$ cat src/rtl/apb_pkg.sv
// Shared types for the APB requester: FSM state encoding, default bus widths
// and the registered response bundle.
package apb_pkg;

  localparam int APB_ADDR_W    = 32;
  localparam int APB_DATA_W    = 32;
  // Response bundle is sized for the widest supported bus; narrower instances
  // use the low bits. DATA_W must not exceed this.
  localparam int APB_RSP_MAX_W = 64;

  typedef enum logic [1:0] {
    APB_IDLE   = 2'd0,
    APB_SETUP  = 2'd1,
    APB_ACCESS = 2'd2
  } apb_state_t;

  typedef struct packed {
    logic [APB_RSP_MAX_W-1:0] rdata;
    logic                     err;
    logic                     timeout;
  } apb_rsp_t;

endpackage

$ cat src/rtl/apb_master.sv
// APB3 requester: turns a valid/ready command into a single APB transfer,
// honours pready wait states, reports pslverr and aborts stalled accesses.
module apb_master
  import apb_pkg::*;
#(
  parameter int ADDR_W         = APB_ADDR_W,
  parameter int DATA_W         = APB_DATA_W,
  parameter int TIMEOUT_CYCLES = 16,
  parameter int CNT_W          = 8
) (
  input  logic              pclk,
  input  logic              preset,
  input  logic              cmd_valid,
  output logic              cmd_ready,
  input  logic              cmd_write,
  input  logic [ADDR_W-1:0] cmd_addr,
  input  logic [DATA_W-1:0] cmd_wdata,
  output logic              rsp_valid,
  output logic [DATA_W-1:0] rsp_rdata,
  output logic              rsp_err,
  output logic              rsp_timeout,
  output logic              psel,
  output logic              penable,
  output logic              pwrite,
  output logic [ADDR_W-1:0] paddr,
  output logic [DATA_W-1:0] pwdata,
  input  logic [DATA_W-1:0] prdata,
  input  logic              pready,
  input  logic              pslverr
);

  apb_state_t       state, state_nxt;
  logic [CNT_W-1:0] wait_cnt;
  logic [31:0]      wait_nxt;
  logic             hit_limit;
  logic             accept;
  apb_rsp_t         rsp_q;

  assign cmd_ready = (state == APB_IDLE) && !preset;
  assign accept    = cmd_valid && cmd_ready;

  // The current low-pready cycle is the one that would bring the count to the
  // limit; pready high in that same cycle still completes the transfer.
  assign wait_nxt  = 32'(wait_cnt) + 32'd1;
  assign hit_limit = (TIMEOUT_CYCLES != 0) && (wait_nxt >= 32'(TIMEOUT_CYCLES));

  always_comb begin
    state_nxt = state;
    psel      = 1'b0;
    penable   = 1'b0;
    case (state)
      APB_IDLE: begin
        if (cmd_valid) state_nxt = APB_SETUP;
      end
      APB_SETUP: begin
        psel      = 1'b1;
        state_nxt = APB_ACCESS;
      end
      APB_ACCESS: begin
        psel    = 1'b1;
        penable = 1'b1;
        if (pready || hit_limit) state_nxt = APB_IDLE;
      end
      default: state_nxt = APB_IDLE;
    endcase
  end

  always_ff @(posedge pclk) begin
    if (preset) begin
      state     <= APB_IDLE;
      wait_cnt  <= '0;
      pwrite    <= 1'b0;
      paddr     <= '0;
      pwdata    <= '0;
      rsp_valid <= 1'b0;
      rsp_q     <= '0;
    end else begin
      state     <= state_nxt;
      rsp_valid <= 1'b0;

      if (accept) begin
        pwrite   <= cmd_write;
        paddr    <= cmd_addr;
        pwdata   <= cmd_write ? cmd_wdata : '0;
        wait_cnt <= '0;
      end

      if (state == APB_ACCESS) begin
        if (pready) begin
          rsp_valid     <= 1'b1;
          rsp_q.rdata   <= pwrite ? '0 : APB_RSP_MAX_W'(prdata);
          rsp_q.err     <= pslverr;
          rsp_q.timeout <= 1'b0;
        end else begin
          if (wait_cnt != '1) wait_cnt <= wait_cnt + 1'b1;
          if (hit_limit) begin
            rsp_valid     <= 1'b1;
            rsp_q.rdata   <= '0;
            rsp_q.err     <= 1'b1;
            rsp_q.timeout <= 1'b1;
          end
        end
      end
    end
  end

  assign rsp_rdata   = rsp_q.rdata[DATA_W-1:0];
  assign rsp_err     = rsp_q.err;
  assign rsp_timeout = rsp_q.timeout;

endmodule
$ cat config.mk
export PLATFORM = sky130hd
export DESIGN_NAME = apb_master
export DESIGN_NICKNAME = d
export VERILOG_FILES = /design/src/rtl/apb_pkg.sv /design/src/rtl/apb_master.sv
export SDC_FILE = /design/constraint.sdc
export NUM_CORES = 1
export LEC_CHECK = 0
export CAP_MARGIN = 20
export CORE_MARGIN = 2
export CORE_UTILIZATION = 37
export CTS_CLUSTER_SIZE = 14
export DETAILED_ROUTE_END_ITERATION = 10
export PLACE_DENSITY = 0.75
export REMOVE_ABC_BUFFERS = 1
export SYNTH_ARGS = -nofsm -noshare
export SYNTH_HDL_FRONTEND = slang
export SYNTH_SLANG_ARGS = --single-unit
$ cat constraint.sdc
create_clock -name pclk -period 2.7 [get_ports pclk]
set_input_delay 0.27 -clock pclk [delete_from_list [all_inputs] [get_ports pclk]]
set_output_delay 0.27 -clock pclk [all_outputs]
set_load 0.02 [all_outputs]
==> results of run 1 <==
kinds of logic after synthesis:
kind of cell,Yosys count
multiplexers,4
flip-flops,110
AND/OR/NAND/NOR,264
AO/OA/AOI/OAI,87
buffers and inverters,45
adder cells (fa/ha/maj),6
stage by stage:
stage	TNS [ps]	instance area, µm²	worst slack [ps]
CTS	0	6690	574
finish	0	6690	566
detailed placement	0	6370	610
global route	0	6690	436
global placement	0	6370	661
floorplan	-3100	4060	-154
sequential cells by signal (all words and copies together), names as in the netlist:
name and count:
paddr 32, pwrite 1, rsp_timeout 1, pwdata 32, rsp_err 1, wait_cnt 8
state 2, rsp_rdata 32, rsp_valid 1
layer usage:
metal / GRT usage / vias up / routed length, µm
met5: 0 / - / 0
met4: 0.0774 / 0 / 283
met2: 0.348 / 147 / 6220
met3: 0.0487 / 23 / 767
li1: - / 2097 / -
met1: 0.224 / 1963 / 5170
cell usage after synthesis, types with 2 or more instances:
library cell  count
a21oi_1          40
a31oi_1           4
and3_2            2
buf_1             6
buf_2             4
buf_6             4
clkbuf_1         26
dfxtp_1         110
ha_1              6
inv_1             4
mux2i_1           3
nand2_1         169
nand2b_1          2
nand3_1          75
nand4_1           2
nor2_1            3
nor3_1            2
o21ai_0           4
o21ai_1           6
o21ai_2          24
or3_1             2
final cells by class:
| type | count | area [µm²] |
|---|---|---|
| inverters | 5 | 18.8 |
| clock inverters | 3 | 67.6 |
| multi-input cells | 361 | 1840 |
| well taps | 143 | 179 |
| repair buffers | 213 | 2130 |
| clock buffers | 13 | 250 |
| flip-flops and latches | 110 | 2200 |
| fillers | 988 | 4630 |
power by group through the flow:
| stage | clock network, mW | logic, mW | registers [mW] |
|---|---|---|---|
| 5_1_grt | 1.50 | 1.37 | 1.91 |
| 4_1_cts | 1.44 | 1.29 | 1.89 |
| 3_3_place_gp | 0 | 1.25 | 1.92 |
| 2_1_floorplan | 0 | 0.412 | 2.11 |
| 3_5_place_dp | 0 | 1.28 | 1.93 |
| 6_report | 1.41 | 1.28 | 1.89 |
how the worst max path moves through the flow:
stage	from	to	slack (ps)	cells past startpoint
detailed placement	wait_cnt[0]	rsp_err	610	5
global placement	wait_cnt[0]	rsp_err	660	5
finish	wait_cnt[0]	rsp_err	570	5
CTS	state[0]	cmd_ready	570	5
floorplan	state[0]	wait_cnt[4]	-150	6
global route	wait_cnt[0]	rsp_err	440	5
cells in the final DEF, fill, tap and decap left out, types with 2 or more instances in the layout:
cell type | Yosys | routed
o21ai_1 | 6 | 6
clkbuf_16 | 0 | 9
dfxtp_1 | 110 | 110
a31oi_1 | 4 | 4
clkbuf_1 | 26 | 3
ha_1 | 6 | 6
and3_2 | 2 | 2
o21ai_2 | 24 | 24
bufinv_16 | 0 | 2
buf_12 | 0 | 2
buf_4 | 0 | 7
clkdlybuf4s50_1 | 0 | 204
nand2_1 | 169 | 169
nand2b_1 | 2 | 2
nand4_1 | 2 | 2
mux2i_1 | 3 | 3
nand3_1 | 75 | 75
nor2_1 | 3 | 3
a21oi_1 | 40 | 40
or3_1 | 2 | 2
inv_1 | 4 | 4
o21ai_0 | 4 | 4
worst min-delay path, cell delays in order (launching register included):
cell     delay (ps)
dfxtp_1         310
nand2_1          50
a21oi_1          50
==> metrics.txt, run 1 <==
status finished clean; routed len/inst 14.7 µm; syn avg cell area 8.22 µm²; largest net degree at the start of global routing 55; Worst Skew 9.86 ps; TritonCTS clock tree done; clock transition at the registers of the reported paths 70 ps; internal power 3.23 mW; Logic pwr share 0.279; final period utilization 0.790; vias in the first global route 4131; area leader, netlist dfxtp_1; hold_ws 453 ps; Mapped Area 4240 µm²; clk buf depth 2; final wirelength 12400 µm; Initial Utilization 0.375; Hold Startpoint pwdata[2]; Post-Syn Instances 516; post-synth top area share 0.519; clock power share 0.308; Num CTS Buffers 9; max_slew headroom 0.603; hold buffer count at CTS 0; buffers and inverters on the worst path 0; Power Total 4.58 mW; area delta synth->final 57.8%; Synth Register Bits 110; Worst R2R Path Depth 5; Final #Nets 808; critical-path maximum fanout 34; CTS root buf clkbuf_16; min Tclk post-route 2130 ps; Setup CP Type register to register; Buffers on Ports 204; post-CTS setup buffer count 0; Reg power frac 0.413; CP endpoint kind register; first-pass GRT wire length 19800 µm; synthesized-area fraction occupied by and/or/nand/nor cells 0.268; critical path required time 2930 ps; DPL Wire Length 8940 µm; GR Overflow Total 0; clock sinks 110; xor-xnor portion of the synthesized cell area 0; switch share 0.295; Resized cells post-CTS 0; Leakage Power 2.52 nW; FF-to-FF End rsp_err; IO Count 205; CP max stage cell o31a_4; flop2flop setup slack 570 ps; worst ir drop on vdd 341 µV; Die H 111 µm; Die Width 111 µm; Hold Path Stages 2; Worst Max-Slew Pin Slew 593 ps; diode count 0; post-synthesis compound-gate area fraction 0.137; post-synthesis mux area share 0.00974; number of H-tree levels 3; Initial DRT Pass Iterations 4; die area 12300 µm²; Post-synth EDFFs 0; Core ar. 11300 µm²; Vias 4230; sequential share of the synthesized area 0.519; Unique masters post-synth 39; share of cells above drive strength 1 0.0823; Hold Crit Endpoint pwdata[2]; First DRT Iteration DRCs 337; endpoints failing hold 0; Synth Flop Type dfxtp_1; Inst Count DP 832; final count of negative-setup-slack endpoints 0; final core utilization 0.591; initial antenna violation count 0; Slew Viols, Final 0; highest clock rate 469 MHz; WP data arrival 2360 ps; RSZ-0062 raised after global routing false; Switch Pwr 1.35 mW; Synth area leaders dfxtp_1 52%, nand2_1 15%, nand3_1 8.9%, o21ai_2 5.0%, a21oi_1 4.7%; cell row count 39; Skew-Pair Late Insertion Delay 340 ps; RR Startpoint wait_cnt[0]; cell area power density 684 nW/µm²; post-synthesis adder-cell area fraction 0.0177; FFs w/ async S/R, synth 0; Max stage delay on crit path 550 ps; DRC viols 0; antenna-violating nets left 0; CP cell instances ha_1, and4_1, a22oi_2, o31a_4, o221a_2; Total GRT Usage 0.195; Synth warnings 0; Final Instance Count excl. Fillers 848; Avg Vias per Cell 4.99; RD Place Congestion 0.818; crit-path leading delay family compound AO/OA/AOI/OAI gates; max_cap viols 0; Worst Setup Start Kind register; min-delay worst type register to register; largest family of logic cells by synthesized area simple AND/OR/NAND/NOR gates
Power figures use the tool's default switching activity.
==> run 2: changes to the inputs <==
==> constraint.sdc (replaced) <==
create_clock -name pclk -period 2.2 [get_ports pclk]
set_input_delay 0.22 -clock pclk [delete_from_list [all_inputs] [get_ports pclk]]
set_output_delay 0.22 -clock pclk [all_outputs]
set_load 0.02 [all_outputs]
==> metrics.txt, run 2 (same netlist as run 1, synthesis figures left out) <==
status finished clean (unchanged); antenna-violating nets left 0 (unchanged); CP cell instances ha_1, and4_1, a22oi_2, o31a_4, buf_4, o21ai_1 (was ha_1, and4_1, a22oi_2, o31a_4, o221a_2); final count of negative-setup-slack endpoints 0 (unchanged); CP max stage cell o31a_4 (unchanged); TritonCTS clock tree done (unchanged); FF-to-FF End rsp_rdata[8] (was rsp_err); Worst Max-Slew Pin Slew 485 ps (was 593 ps); Power Total 5.63 mW (was 4.58 mW); final wirelength 12400 µm (about the same); area of the multi-input gates 1850 µm² (was 1840 µm²); die area 12300 µm² (unchanged); worst ir drop on vdd 419 µV (was 341 µV); Worst R2R Path Depth 6 (was 5); min Tclk post-route 2020 ps (was 2130 ps); number of H-tree levels 3 (unchanged); Hold Path Stages 3 (was 2); CP endpoint kind register (unchanged); WP data arrival 2300 ps (was 2360 ps); IO Count 205 (unchanged); Initial DRT Pass Iterations 6 (was 4); DPL Wire Length 9020 µm (was 8940 µm); vias in the first global route 4200 (was 4131); Setup crit end rsp_rdata[8] (was rsp_err); crit-path leading delay family compound AO/OA/AOI/OAI gates (unchanged); Setup CP Type register to register (unchanged); initial antenna violation count 0 (unchanged); DRC viols 0 (unchanged); CTS root buf clkbuf_16 (unchanged); largest net degree at the start of global routing 57 (was 55); clock transition at the registers of the reported paths 70 ps (about the same); Worst Skew 8.03 ps (was 9.86 ps); RD Place Congestion 0.821 (was 0.818); endpoints failing hold 0 (unchanged); critical path required time 2470 ps (was 2930 ps); commonest non-fill, non-tap cell in the layout clkdlybuf4s50_1 (unchanged); Slew Viols, Final 0 (unchanged); area delta synth->final 59.3% (was 57.8%); buffers and inverters on the worst path 1 (was 0); Die Width 111 µm (unchanged); dpl cell area 6430 µm² (was 6370 µm²); First DRT Iteration DRCs 380 (was 337); hold_ws 400 ps (was 453 ps); Final #Nets 812 (was 808); fillers 1015 (was 988); Total GRT Usage 0.203 (was 0.195); highest clock rate 494 MHz (was 469 MHz); Final Cell Area 6750 µm² (was 6690 µm²); most frequent cells in the layout 204 x clkdlybuf4s50_1, 169 x nand2_1, 110 x dfxtp_1, 75 x nand3_1, 40 x a21oi_1 (unchanged); min-delay worst type input port to register (was register to register); crit path from wait_cnt[0] (unchanged); Vias 4300 (was 4230); first-pass GRT wire length 20600 µm (was 19800 µm); share of cells above drive strength 1 0.0917 (was 0.0823); Initial Utilization 0.375 (unchanged); Worst Setup Start Kind register (unchanged); RR Startpoint wait_cnt[0] (unchanged); Skew-Pair Late Insertion Delay 350 ps (was 340 ps); Buffers on Ports 204 (unchanged); critical-path maximum fanout 19 (was 34); Core ar. 11300 µm² (unchanged); Num CTS Buffers 9 (unchanged); clk buf depth 2 (unchanged); flop2flop setup slack 180 ps (was 570 ps); cell row count 39 (unchanged); cell area power density 834 nW/µm² (was 684 nW/µm²); diode count 0 (unchanged); final period utilization 0.920 (was 0.790); max_cap viols 0 (unchanged); Die H 111 µm (unchanged); Max stage delay on crit path 450 ps (was 550 ps); Stages on worst setup path 6 (was 5); GR Overflow Total 0 (unchanged); Leakage Power 2.56 nW (was 2.52 nW); routed len/inst 14.5 µm (was 14.7 µm); RSZ-0062 raised after global routing false (unchanged); clock sinks 110 (unchanged); register area 2200 µm² (unchanged); Avg Vias per Cell 5.05 (was 4.99); max_slew headroom 0.677 (was 0.603)
==> run 2: final cells by class <==
class / count / share of cell area
clock buffer: 10 / 0.0339
clock inverter: 6 / 0.0128
inverter: 5 / 0.00278
multi-input combinational: 361 / 0.274
sequential: 110 / 0.326
tap: 143 / 0.0265
timing repair buffer: 217 / 0.324
==> run 2: how the worst min path moves through the flow <==
| stage | slack, ps | to | startpoint |
|---|---|---|---|
| 2_1_floorplan | 290 | pwdata[0] | preset |
| 3_3_place_gp | 440 | pwdata[30] | pwdata[30] |
| 3_5_place_dp | 440 | pwdata[17] | pwdata[17] |
| 4_1_cts | 400 | paddr[28] | cmd_addr[28] |
| 5_1_grt | 420 | paddr[28] | cmd_addr[28] |
| 6_report | 400 | paddr[28] | cmd_addr[28] |
==> run 2: repair_timing <==
action                                 4_1_cts  5_1_grt
setup endpoints to repair                    0        3
hold buffers                                 0        0
resized for setup                            0        1
endpoints found under the hold margin        0        0
buffers inserted                             0        0
==> run 2: power by group <==
part | switching (mW) | internal, mW | leakage, nW | total [mW]
sequential | 0.111 | 2.21 | 0.894 | 2.32
clock | 0.719 | 0.997 | 0.152 | 1.72
combinational | 0.849 | 0.751 | 1.51 | 1.60
==> run 2: per-layer routing <==
| metal | vias up | routed length, µm | part of all wire | GRT usage |
|---|---|---|---|---|
| met2 | 183 | 6120 | 0.49 | 0.343 |
| met4 | 0 | 360 | 0.029 | 0.0889 |
| met1 | 1975 | 5130 | 0.41 | 0.250 |
| met5 | - | 0 | 0 | 0 |
| met3 | 35 | 769 | 0.062 | 0.0416 |
| li1 | 2107 | - | - | - |
==> run 2: per-stage QoR <==
stage,instances,TNS [ps],util,worst slack [ps]
floorplan,476,-29270,-,-654
global placement,836,0,0.568,237
detailed placement,836,0,0.568,130
CTS,852,0,0.596,158
global route,852,0,0.596,20.9
finish,852,0,0.596,175
==> run 2: worst reg2reg max path, cell delays in order (launching register included) <==
cell,delay (ps)
dfxtp_1,330
ha_1,210
and4_1,370
a22oi_2,150
o31a_4,450
buf_4,270
o21ai_1,170
==> run 3: changes to the inputs <==
--- a/config.mk
+++ b/config.mk
@@ -5,13 +5,15 @@
 export SDC_FILE = /design/constraint.sdc
 export NUM_CORES = 1
 export LEC_CHECK = 0
+export ABC_AREA = 1
 export CAP_MARGIN = 20
 export CORE_MARGIN = 2
 export CORE_UTILIZATION = 37
 export CTS_CLUSTER_SIZE = 14
 export DETAILED_ROUTE_END_ITERATION = 10
-export PLACE_DENSITY = 0.75
+export PLACE_DENSITY = 0.77
 export REMOVE_ABC_BUFFERS = 1
 export SYNTH_ARGS = -nofsm -noshare
 export SYNTH_HDL_FRONTEND = slang
 export SYNTH_SLANG_ARGS = --single-unit
+export TNS_END_PERCENT = 50
==> constraint.sdc (replaced) <==
create_clock -name pclk -period 1.7 [get_ports pclk]
set_input_delay 0.17 -clock pclk [delete_from_list [all_inputs] [get_ports pclk]]
set_output_delay 0.17 -clock pclk [all_outputs]
set_load 0.02 [all_outputs]
==> metrics.txt, run 3 <==
highest clock rate 624 MHz (was 494 MHz); final wirelength 12900 µm (was 12400 µm); WP data arrival 1890 ps (was 2300 ps); clock sinks 110 (unchanged); Max stage delay on crit path 340 ps (was 450 ps); commonest non-fill, non-tap cell in the layout clkdlybuf4s50_1 (unchanged); antenna-violating nets left 0 (unchanged); Synth warnings 0 (unchanged); Power Total 6.97 mW (was 5.63 mW); Worst Skew 7.80 ps (was 8.03 ps); hold_ws 367 ps (was 400 ps); Reg power frac 0.421 (was 0.411); min Tclk post-route 1600 ps (was 2020 ps); Total GRT Usage 0.191 (was 0.203); TritonCTS clock tree done (unchanged); GR Overflow Total 0 (unchanged); synthesized-area fraction occupied by and/or/nand/nor cells 0.363 (was 0.268); Mapped Area 4390 µm² (was 4240 µm²); CTS root buf clkbuf_16 (unchanged); first-pass GRT wire length 19900 µm (was 20600 µm); Synth area leaders dfxtp_1 50%, nand2_1 17%, nand3_2 6.6%, nand3_1 5.1%, nand4_1 4.8% (was dfxtp_1 52%, nand2_1 15%, nand3_1 8.9%, o21ai_2 5.0%, a21oi_1 4.7%); Die H 113 µm (was 111 µm); xor-xnor portion of the synthesized cell area 0.00200 (was 0); switch share 0.300 (was 0.298); clock power share 0.308 (was 0.305); Worst Max-Slew Pin Slew 458 ps (was 485 ps); endpoints failing hold 0 (unchanged); min-delay worst type input port to register (unchanged); Post-synth EDFFs 0 (unchanged); Switch Pwr 2.09 mW (was 1.68 mW); Slew Viols, Final 0 (unchanged); Avg Vias per Cell 4.93 (was 5.05); DRC viols 16 (was 0); Setup CP Type register to register (unchanged); RD Place Congestion 0.835 (was 0.821); FFs w/ async S/R, synth 0 (unchanged); syn avg cell area 8.10 µm² (was 8.22 µm²); clk buf depth 2 (unchanged); max_cap viols 0 (unchanged); Num CTS Buffers 9 (unchanged); Vias 4382 (was 4300); internal power 4.88 mW (was 3.95 mW); Post-Syn Instances 542 (was 516); Worst Setup Start Kind register (unchanged); area leader, netlist dfxtp_1 (unchanged); sequential share of the synthesized area 0.502 (was 0.519); flop2flop setup slack 100 ps (was 180 ps); die area 12700 µm² (was 12300 µm²); Final #Nets 848 (was 812); status complete, but fails checks (was finished clean); RR Startpoint wait_cnt[0] (unchanged); Unique masters post-synth 28 (was 39); final count of negative-setup-slack endpoints 0 (unchanged); CP endpoint kind register (unchanged); critical path required time 1990 ps (was 2470 ps); Initial DRT Pass Iterations 8 (was 6); top cells by count, synth 195 x nand2_1, 110 x dfxtp_1, 45 x nand3_1 (was 169 x nand2_1, 110 x dfxtp_1, 75 x nand3_1); Core ar. 11500 µm² (was 11300 µm²); most frequent CP cell nand2_1; critical-path maximum fanout 9 (was 19); area of the multi-input gates 1950 µm² (was 1850 µm²); largest family of logic cells by synthesized area simple AND/OR/NAND/NOR gates (unchanged); cell area power density 989 nW/µm² (was 834 nW/µm²); register area 2210 µm² (was 2200 µm²); clock transition at the registers of the reported paths 70 ps (about the same); Synth Flop Type dfxtp_1 (unchanged); max_slew headroom 0.695 (was 0.677); largest net degree at the start of global routing 54 (was 57); fillers 987 (was 1015); failing checks DRC; Buffers on Ports 204 (unchanged); Logic pwr share 0.271 (was 0.284); diode count 0 (unchanged); Worst R2R Path Depth 11 (was 6); Setup crit end rsp_rdata[6] (was rsp_rdata[8]); Skew-Pair Late Insertion Delay 340 ps (was 350 ps); First DRT Iteration DRCs 343 (was 380); Die Width 113 µm (was 111 µm); most frequent cells in the layout 201 x clkdlybuf4s50_1, 192 x nand2_1, 105 x dfxtp_1, 45 x nand3_1, 42 x a21oi_1 (was 204 x clkdlybuf4s50_1, 169 x nand2_1, 110 x dfxtp_1, 75 x nand3_1, 40 x a21oi_1); post-synthesis adder-cell area fraction 0.0171 (was 0.0177); worst ir drop on vdd 470 µV (was 419 µV); post-synthesis compound-gate area fraction 0.0536 (was 0.137); post-synth top area share 0.502 (was 0.519); CP max stage cell dfxtp_2 (was o31a_4); crit path from wait_cnt[0] (unchanged); share of cells above drive strength 1 0.125 (was 0.0917); area delta synth->final 60.7% (was 59.3%); CP cell instances ha_4, nand2_1, nor2_1, nand2_1, nand4_1, nor2_4, nand2_4, nand2_8, clkbuf_16, nand3_2, nand2_1 (was ha_1, and4_1, a22oi_2, o31a_4, buf_4, o21ai_1); most common cell in the synthesized netlist nand2_1 (unchanged); Leakage Power 2.82 nW (was 2.56 nW); Total Neg Setup Slack 0 ps (unchanged); final period utilization 0.943 (was 0.920); cell row count 39 (unchanged); number of H-tree levels 3 (unchanged); routed len/inst 14.5 µm (about the same); FF-to-FF End rsp_rdata[6] (was rsp_rdata[8]); post-synthesis mux area share 0 (was 0.00974); vias in the first global route 4211 (was 4200); Initial Utilization 0.381 (was 0.375); Synth Register Bits 110 (unchanged); final core utilization 0.612 (was 0.596); IO Count 205 (unchanged); RSZ-0062 raised after global routing false (unchanged); initial antenna violation count 0 (unchanged); DPL Wire Length 9080 µm (was 9020 µm)
==> run 3: changes by cell type in the layout (fill, tap and decap cells not counted), moves of 6 or more <==
cell     previous run  this run
nand4_1             2        34
nand3_1            75        45
nand3_2             0        28
o21ai_2            24         0
nand2_1           169       192
inv_1               4        11
inv_2               1         7
nor2_1              3         9
==> run 3: cells by family after synthesis <==
kind of cell / count (synthesis)
AO/OA/AOI/OAI: 46
XOR/XNOR: 1
adder cells (fa/ha/maj): 6
buffers and inverters: 55
flip-flops: 110
AND/OR/NAND/NOR: 324
==> run 3: power groups by stage <==
stage / combinational, mW / sequential (mW) / clock, mW
floorplan: 0.585 / 3.22 / 0
detailed placement: 1.84 / 2.99 / 0
finish: 1.89 / 2.94 / 2.15
global placement: 1.80 / 2.98 / 0
CTS: 1.83 / 2.93 / 2.20
global route: 2.03 / 2.96 / 2.30
==> run 3: worst max-delay path, delay by kind of cell, from the launching register on <==
kind,cells,cell delay [ps]
fa+ha+maj,1,170
buf+inv,1,180
flops,1,340
simple gates,9,850
==> run 3: how the worst min path moves through the flow <==
stage / startpoint / to / slack (ps) / cells past startpoint
floorplan: preset / pwdata[0] / 240 / 1
global placement: rsp_rdata[26] / rsp_rdata[26] / 450 / 2
detailed placement: rsp_rdata[12] / rsp_rdata[12] / 450 / 2
CTS: cmd_addr[0] / paddr[0] / 360 / 3
global route: cmd_addr[0] / paddr[0] / 370 / 3
finish: cmd_addr[29] / paddr[29] / 370 / 3
==> run 3: per-layer routing <==
metal | global-route usage | vias up | wire length (µm)
met5 | 0 | - | 0
met4 | 0.0707 | 0 | 219
met3 | 0.0546 | 16 | 959
met2 | 0.341 | 152 | 6400
met1 | 0.216 | 2033 | 5330
li1 | - | 2181 | -
==> run 3: timing repair <==
| item | 4_1_cts | 5_1_grt |
|---|---|---|
| pin swaps | 0 | 3 |
| buffers inserted | 0 | 1 |
| hold endpoints to repair | 0 | 0 |
| hold buffers | 0 | 0 |
| resized for setup | 6 | 15 |
| gates cloned | 0 | 3 |
| setup endpoints to repair | 12 | 100 |
==> run 3: through the flow <==
step	cell area (µm²)	worst slack, ps	std cells
floorplan	4180	-1510	505
global placement	6620	8.18	868
detailed placement	6620	-32.7	868
CTS	6930	2.03	884
global route	7050	15.6	888
finish	7050	97.3	888
==> run 3: area by class of cell <==
type                            instances  area share
Sequential cell                       110       0.313
Clock buffer                           10      0.0339
Multi-Input combinational cell        377       0.277
Tap cell                              143      0.0254
Clock inverter                          6      0.0101
Timing Repair Buffer                  224       0.331
Inverter                               18     0.00958
